## src/rtl/quad_step_pkg.sv

```systemverilog
// rtl/quad_step_pkg.sv - shared quadrature state type, state constants and forward-successor helper
package quad_step_pkg;

    typedef logic [1:0] quad_state_t;

    // Filtered channel pair packed as {A,B}
    localparam quad_state_t QS_00 = 2'b00;
    localparam quad_state_t QS_10 = 2'b10;
    localparam quad_state_t QS_11 = 2'b11;
    localparam quad_state_t QS_01 = 2'b01;

    // Forward (A leads B) successor; the reverse test is fwd_next(new) == prev
    function automatic quad_state_t fwd_next(input quad_state_t s);
        quad_state_t n;
        case (s)
            QS_00:   n = QS_10;
            QS_10:   n = QS_11;
            QS_11:   n = QS_01;
            default: n = QS_00;
        endcase
        return n;
    endfunction

endpackage

```

## src/rtl/quad_step_decoder_if.sv

```systemverilog
// rtl/quad_step_decoder_if.sv - control and strobe bundle between the decoder and its consumer
interface quad_step_decoder_if;
    import quad_step_pkg::*;

    logic        en_i;
    logic        clr_err_i;
    logic        step_o;
    logic        dir_o;
    logic        err_o;
    logic        err_sticky_o;
    quad_state_t ab_o;

    // Decoder side
    modport slave (
        input  en_i, clr_err_i,
        output step_o, dir_o, err_o, err_sticky_o, ab_o
    );

    // Consumer side (limit counter / register block)
    modport master (
        output en_i, clr_err_i,
        input  step_o, dir_o, err_o, err_sticky_o, ab_o
    );

endinterface

```

## src/rtl/qsd_chan_filter.sv

```systemverilog
// rtl/qsd_chan_filter.sv - one-channel synchroniser followed by a persistence glitch filter
module qsd_chan_filter #(
    parameter int SYNC_STAGES = 2,
    parameter int FILTER_LEN  = 4,
    parameter int FILT_W      = $clog2(FILTER_LEN + 1)
) (
    input  logic clk_i,
    input  logic rst_ni,
    input  logic i_raw,
    output logic o_filt
);

    logic [SYNC_STAGES-1:0] r_sync;
    logic                   r_filt;
    logic [FILT_W-1:0]      r_cnt;
    logic                   w_sync;

    assign w_sync = r_sync[SYNC_STAGES-1];
    assign o_filt = r_filt;

    // Plain flop chain into the clock domain; nothing may sit between stages
    always_ff @(posedge clk_i or negedge rst_ni) begin
        if (!rst_ni) begin
            r_sync <= '0;
        end else begin
            r_sync <= {r_sync[SYNC_STAGES-2:0], i_raw};
        end
    end

    // Accept a new level only after it has disagreed for FILTER_LEN consecutive cycles
    always_ff @(posedge clk_i or negedge rst_ni) begin
        if (!rst_ni) begin
            r_filt <= 1'b0;
            r_cnt  <= '0;
        end else if (w_sync != r_filt) begin
            if (r_cnt == FILT_W'(FILTER_LEN - 1)) begin
                r_filt <= w_sync;
                r_cnt  <= '0;
            end else begin
                r_cnt <= r_cnt + 1'b1;
            end
        end else begin
            r_cnt <= '0;
        end
    end

endmodule

```

## src/rtl/quad_step_decoder.sv

```systemverilog
// rtl/quad_step_decoder.sv - x4 quadrature decoder producing step/direction strobes and illegal-transition flags
module quad_step_decoder
    import quad_step_pkg::*;
#(
    parameter  int SYNC_STAGES = 2,
    parameter  int FILTER_LEN  = 4,
    localparam int FILT_W      = $clog2(FILTER_LEN + 1)
) (
    input  logic                 clk_i,
    input  logic                 rst_ni,
    input  logic                 a_i,
    input  logic                 b_i,
    quad_step_decoder_if.slave   qsd_bus
);

    logic        w_filt_a;
    logic        w_filt_b;
    quad_state_t w_new;
    logic        w_fwd;
    logic        w_rev;
    logic        w_err;

    quad_state_t r_prev;
    logic        r_step;
    logic        r_dir;
    logic        r_err;
    logic        r_sticky;

    qsd_chan_filter #(
        .SYNC_STAGES (SYNC_STAGES),
        .FILTER_LEN  (FILTER_LEN),
        .FILT_W      (FILT_W)
    ) u_filt_a (
        .clk_i  (clk_i),
        .rst_ni (rst_ni),
        .i_raw  (a_i),
        .o_filt (w_filt_a)
    );

    qsd_chan_filter #(
        .SYNC_STAGES (SYNC_STAGES),
        .FILTER_LEN  (FILTER_LEN),
        .FILT_W      (FILT_W)
    ) u_filt_b (
        .clk_i  (clk_i),
        .rst_ni (rst_ni),
        .i_raw  (b_i),
        .o_filt (w_filt_b)
    );

    assign w_new = {w_filt_a, w_filt_b};

    // Classify the filtered state change; equal states match neither neighbour test
    always_comb begin
        w_fwd = (fwd_next(r_prev) == w_new);
        w_rev = (fwd_next(w_new) == r_prev);
        w_err = ((w_new ^ r_prev) == 2'b11);
    end

    // Registered strobes; prev always follows so re-enabling never replays an old edge
    always_ff @(posedge clk_i or negedge rst_ni) begin
        if (!rst_ni) begin
            r_prev   <= QS_00;
            r_step   <= 1'b0;
            r_err    <= 1'b0;
            r_dir    <= 1'b1;
            r_sticky <= 1'b0;
        end else begin
            r_prev <= w_new;
            r_step <= qsd_bus.en_i & (w_fwd | w_rev);
            r_err  <= qsd_bus.en_i & w_err;
            if (qsd_bus.en_i && w_fwd) begin
                r_dir <= 1'b1;
            end else if (qsd_bus.en_i && w_rev) begin
                r_dir <= 1'b0;
            end
            // Set from both the incoming and the visible error so a clear overlapping err_o loses
            r_sticky <= (qsd_bus.en_i & w_err) | r_err | (r_sticky & ~qsd_bus.clr_err_i);
        end
    end

    assign qsd_bus.step_o       = r_step;
    assign qsd_bus.dir_o        = r_dir;
    assign qsd_bus.err_o        = r_err;
    assign qsd_bus.err_sticky_o = r_sticky;
    assign qsd_bus.ab_o         = w_new;

endmodule

```

## src/flat_wrapper.sv

```systemverilog
// flat-port wrapper written by rule: the top's interface ports become plain ports
module quad_step_decoder_flat import quad_step_pkg::*;
#(
    parameter  int SYNC_STAGES = 2,
    parameter  int FILTER_LEN  = 4,
    localparam int FILT_W      = $clog2(FILTER_LEN + 1)
)
  (clk_i, rst_ni, a_i, b_i, qsd_bus_en_i, qsd_bus_clr_err_i, qsd_bus_step_o, qsd_bus_dir_o, qsd_bus_err_o, qsd_bus_err_sticky_o, qsd_bus_ab_o);
  quad_step_decoder_if qsd_bus_i ();
  input  logic clk_i;
  input  logic rst_ni;
  input  logic a_i;
  input  logic b_i;
  input wire logic [$bits(qsd_bus_i.en_i)-1:0] qsd_bus_en_i;
  input wire logic [$bits(qsd_bus_i.clr_err_i)-1:0] qsd_bus_clr_err_i;
  output wire logic [$bits(qsd_bus_i.step_o)-1:0] qsd_bus_step_o;
  output wire logic [$bits(qsd_bus_i.dir_o)-1:0] qsd_bus_dir_o;
  output wire logic [$bits(qsd_bus_i.err_o)-1:0] qsd_bus_err_o;
  output wire logic [$bits(qsd_bus_i.err_sticky_o)-1:0] qsd_bus_err_sticky_o;
  output wire logic [$bits(qsd_bus_i.ab_o)-1:0] qsd_bus_ab_o;
  assign qsd_bus_i.en_i = qsd_bus_en_i;
  assign qsd_bus_i.clr_err_i = qsd_bus_clr_err_i;
  assign qsd_bus_step_o = qsd_bus_i.step_o;
  assign qsd_bus_dir_o = qsd_bus_i.dir_o;
  assign qsd_bus_err_o = qsd_bus_i.err_o;
  assign qsd_bus_err_sticky_o = qsd_bus_i.err_sticky_o;
  assign qsd_bus_ab_o = qsd_bus_i.ab_o;
  quad_step_decoder #(.SYNC_STAGES(SYNC_STAGES), .FILTER_LEN(FILTER_LEN)) u_core (.clk_i(clk_i), .rst_ni(rst_ni), .a_i(a_i), .b_i(b_i), .qsd_bus(qsd_bus_i));
endmodule
```

## config.mk

```make
export PLATFORM = sky130hd
export DESIGN_NAME = quad_step_decoder_flat
export DESIGN_NICKNAME = d
export VERILOG_FILES = /design/src/rtl/quad_step_pkg.sv /design/src/rtl/quad_step_decoder_if.sv /design/src/rtl/qsd_chan_filter.sv /design/src/rtl/quad_step_decoder.sv /design/src/flat_wrapper.sv
export SDC_FILE = /design/constraint.sdc
export NUM_CORES = 1
export LEC_CHECK = 0
export BUFFER_PORTS_ARGS = -buffer_cell sky130_fd_sc_hd__buf_4
export CORE_UTILIZATION = 51
export DETAILED_ROUTE_END_ITERATION = 10
export PLACE_DENSITY = 0.74
export SYNTH_ARGS = -nofsm -noshare
export SYNTH_HDL_FRONTEND = slang
export SYNTH_SLANG_ARGS = --single-unit
```

## constraint.sdc

```tcl
create_clock -name clk_i -period 1.3 [get_ports clk_i]
set_clock_uncertainty 0.05 [all_clocks]
set_input_delay 0.065 -clock clk_i [delete_from_list [all_inputs] [get_ports clk_i]]
set_output_delay 0.065 -clock clk_i [all_outputs]
set_load 0.05 [all_outputs]
```

==> metrics.md <==
| Metric | Value |
|---|---|
| Root Driver | clkbuf_4 |
| Wire length on met2 | 606 um |
| CP endpoint kind | flip-flop |
| Final Hold Vio Count | 0 |
| Fin area | 853 um^2 |
| Filler cell count | 84 |
| Post-Syn Instances | 47 |
| Min cycle time layout | 1.25 ns |
| Xor/xnor share of the synthesized area | 9.04% |
| Mux contribution to synthesized area | 3.32% |
| Worst IR drop on VDD | 1260 uV |
| Core area | 1170 um^2 |
| Post-synthesis sequential area ratio | 66.6% |
| Biggest cell delay along the critical path | 0.40 ns |
| Gpl congestion | 0.639 |
| Synthesis-to-finish area growth | 25.8% |
| Crit path DAT | 1.38 ns |
| Fmax | 0.797 GHz |
| Slowest cell on crit path | dfrtp_1 |
| Gr ovfl total | 0 |
| TritonCTS Buffers | 3 |
| Setup ws final | 0.0456 ns |
| Delay-heaviest family, CP | flip-flops |
| Buffers on Ports | 11 |
| Slew margin rel. | 79.3% |
| Min-Delay Path Class | in -> reg |
| Bufs on Longest Clock Path | 2 |
| DR WL/cell | 14.6 um |
| Area after DPL | 771 um^2 |
| Power Density | 2640 nW/um^2 |
| Die ar. | 1480 um^2 |
| Rows | 12 |
| Synth Area in Compound Gates | 3.69% |
| Final setup violation count | 0 |
| WHS | 0.0113 ns |
| Initial core utilization | 57.9% |
| Status | complete, no violations |
| Die Y | 38.5 um |
| Met1 Routed Length | 476 um |
| Critical Path Source Type | flip-flop |
| Post-CTS Setup Bufs | 0 |
| TritonRoute pass-1 iters | 6 |
| Synth cell types | 17 |
| Largest net degree at the start of global routing | 19 |
| IO Pins | 12 |
| Nets | 73 |
| Vias | 414 |
| Synth Area in Simple Gates | 10.3% |
| Residual DRC count | 0 |
| Synthesized cell area | 678 um^2 |
| Share of layout cells above drive strength 1 | 37.5% |
| Req. time, crit path | 1.43 ns |
| Leak | 0.406 nW |
| Syn_nets | 55 |
| DRT Wirelength | 1140 um |
| Initial antenna violation count | 0 |
| Initial DRC count | 4 |
| Worst-Margin Slew | 0.308 ns |
| Antenna viol nets, final | 0 |
| Cells along the critical path | ha_1 -> nand2b_1 -> mux2_2 |
| Largest family of logic cells by synthesized area | simple AND/OR/NAND/NOR gates |
| Top routing layer used | met4 |
| Vias per cell | 5.31 |
| Utilization after layout | 72.9% |
| Kind of critical path | reg -> reg |
| First-pass GRT wire length | 1840 um |
| Die W | 38.5 um |
| Detailed Place HPWL | 835 um |
| Place WS | -0.0164 ns |
| Yosys warnings | 0 |
| Crit-path max FO | 3 |
| Mapped Avg Cell Area | 14.4 um^2 |
| Bufs and invs on worst path | 0 |
| Clock sink count | 18 |
| WL met3 | 50 um |
| Max Transition Viols Final | 0 |
| Tot GR Track Use | 19.8% |
| Worst-path clk slew | 0.09 ns |
| CTS tree | built |
| Tcrit/Tclk final | 96.5% |
| Worst-Skew Late Latency | 0.29 ns |
| CTS H-Tree Depth | 1 |
| Synth Area in Adders | 3.69% |
| Maxcap violations | 0 |
| Vias in the first global route | 446 |
| Synth Register Bits | 18 |
| Setup TNS | 0 ns |
| Diodes inserted | 0 |
[through the flow]
stage | power [mW] | std cells
after floorplan | 1.64 | 47
after global placement | 1.81 | 71
after detailed placement | 1.89 | 71
after CTS | 2.23 | 78
after global routing | 2.38 | 78
final | 2.26 | 78
[worst min-delay path, stage by stage]
cell     delay, ns
buf_4         0.12
a21oi_1       0.11
a21oi_1       0.05
[worst paths after layout]
path | start | endpoint | slack, ns | cells past startpoint
setup / recovery | u_core.u_filt_b.r_cnt[0] | u_core.u_filt_b.o_filt | 0.05 | 3
hold / removal | qsd_bus_en_i | u_core.qsd_bus.dir_o | 0.01 | 3
setup reg to reg | u_core.u_filt_b.r_cnt[0] | u_core.u_filt_b.o_filt | 0.05 | 3
hold reg to reg | u_core.u_filt_a.r_sync[0] | u_core.u_filt_a.r_sync[1] | 0.31 | 0
max in group asynchronous | rst_ni | u_core.qsd_bus.dir_o | 0.83 | 2
min in group asynchronous | rst_ni | u_core.r_prev[0] | 0.11 | 2
[final cells by class]
cell class | count | area [um^2] | area share (%)
sequential | 18 | 453 | 53.1
inverter | 2 | 7.51 | 0.880
tap | 14 | 17.5 | 2.05
clock buffer | 4 | 36.3 | 4.25
timing repair buffer | 15 | 120 | 14.1
multi-input combinational | 25 | 219 | 25.7
[kinds of logic after synthesis]
kind of cell | Yosys count
buffers and inverters | 4
AND/OR/NAND/NOR | 10
adder cells (fa/ha/maj) | 2
flip-flops | 18
multiplexers | 2
AO/OA/AOI/OAI | 4
XOR/XNOR | 7
[placed cells by master (no fill, tap or decap), drive strengths merged]
cell type and count:
a211o 1, nand2b 1, nor2 1, a21oi 2, nor3 2, clkbuf 4, mux2 2, and3b 1
dlygate4sd3 3, o21ai 1, ha 2, nor2b 1, buf 12, nor3b 4, dfstp 1, inv 2
xnor2 7, dfrtp 17
[layer usage]
| layer | up-vias | global-route usage [%] |
|---|---|---|
| met5 | - | 0 |
| met4 | 0 | 11.2 |
| met3 | 2 | 4.07 |
| met2 | 13 | 37.3 |
| met1 | 209 | 19.8 |
| li1 | 190 | - |
[Yosys cell counts]
| master | instances | area share (%) |
|---|---|---|
| nor2b_1 | 1 | 0.92 |
| a21oi_1 | 2 | 1.5 |
| inv_1 | 2 | 1.1 |
| mux2_2 | 2 | 3.3 |
| ha_1 | 2 | 3.7 |
| nor3_2 | 1 | 1.5 |
| and3b_1 | 1 | 1.3 |
| a211o_2 | 1 | 1.5 |
| xnor2_1 | 7 | 9.0 |
| nor3_1 | 1 | 0.74 |
| nor3b_1 | 4 | 4.4 |
| nand2b_1 | 1 | 0.92 |
| nor2_1 | 1 | 0.55 |
| o21ai_0 | 1 | 0.74 |
| dfstp_2 | 1 | 3.9 |
| buf_4 | 2 | 2.2 |
| dfrtp_1 | 17 | 63 |
[flip-flops by register name, summed over array words and instances, names as in the netlist]
| name | cells |
|---|---|
| u_core.qsd_bus.dir_o | 1 |
| u_core.u_filt_b.r_sync | 2 |
| u_core.u_filt_b.o_filt | 1 |
| u_core.qsd_bus.err_sticky_o | 1 |
| u_core.u_filt_a.r_cnt | 3 |
| u_core.r_prev | 2 |
| u_core.qsd_bus.step_o | 1 |
| u_core.u_filt_a.o_filt | 1 |
| u_core.qsd_bus.err_o | 1 |
| u_core.u_filt_b.r_cnt | 3 |
| u_core.u_filt_a.r_sync | 2 |
[power by group]
part	total, mW	switching [mW]	internal, mW
combinational	1.03	0.599	0.434
sequential	0.891	0.144	0.747
clock	0.332	0.161	0.171
total	2.26	0.904	1.35
[repair_timing]
action / CTS / global route
hold buffers: 3 / 0
endpoints found under the hold margin: 20 / 0
endpoints found under the setup margin: 1 / 2
resized for setup: 1 / 3
No activity file was read; power rests on OpenSTA's default activity.
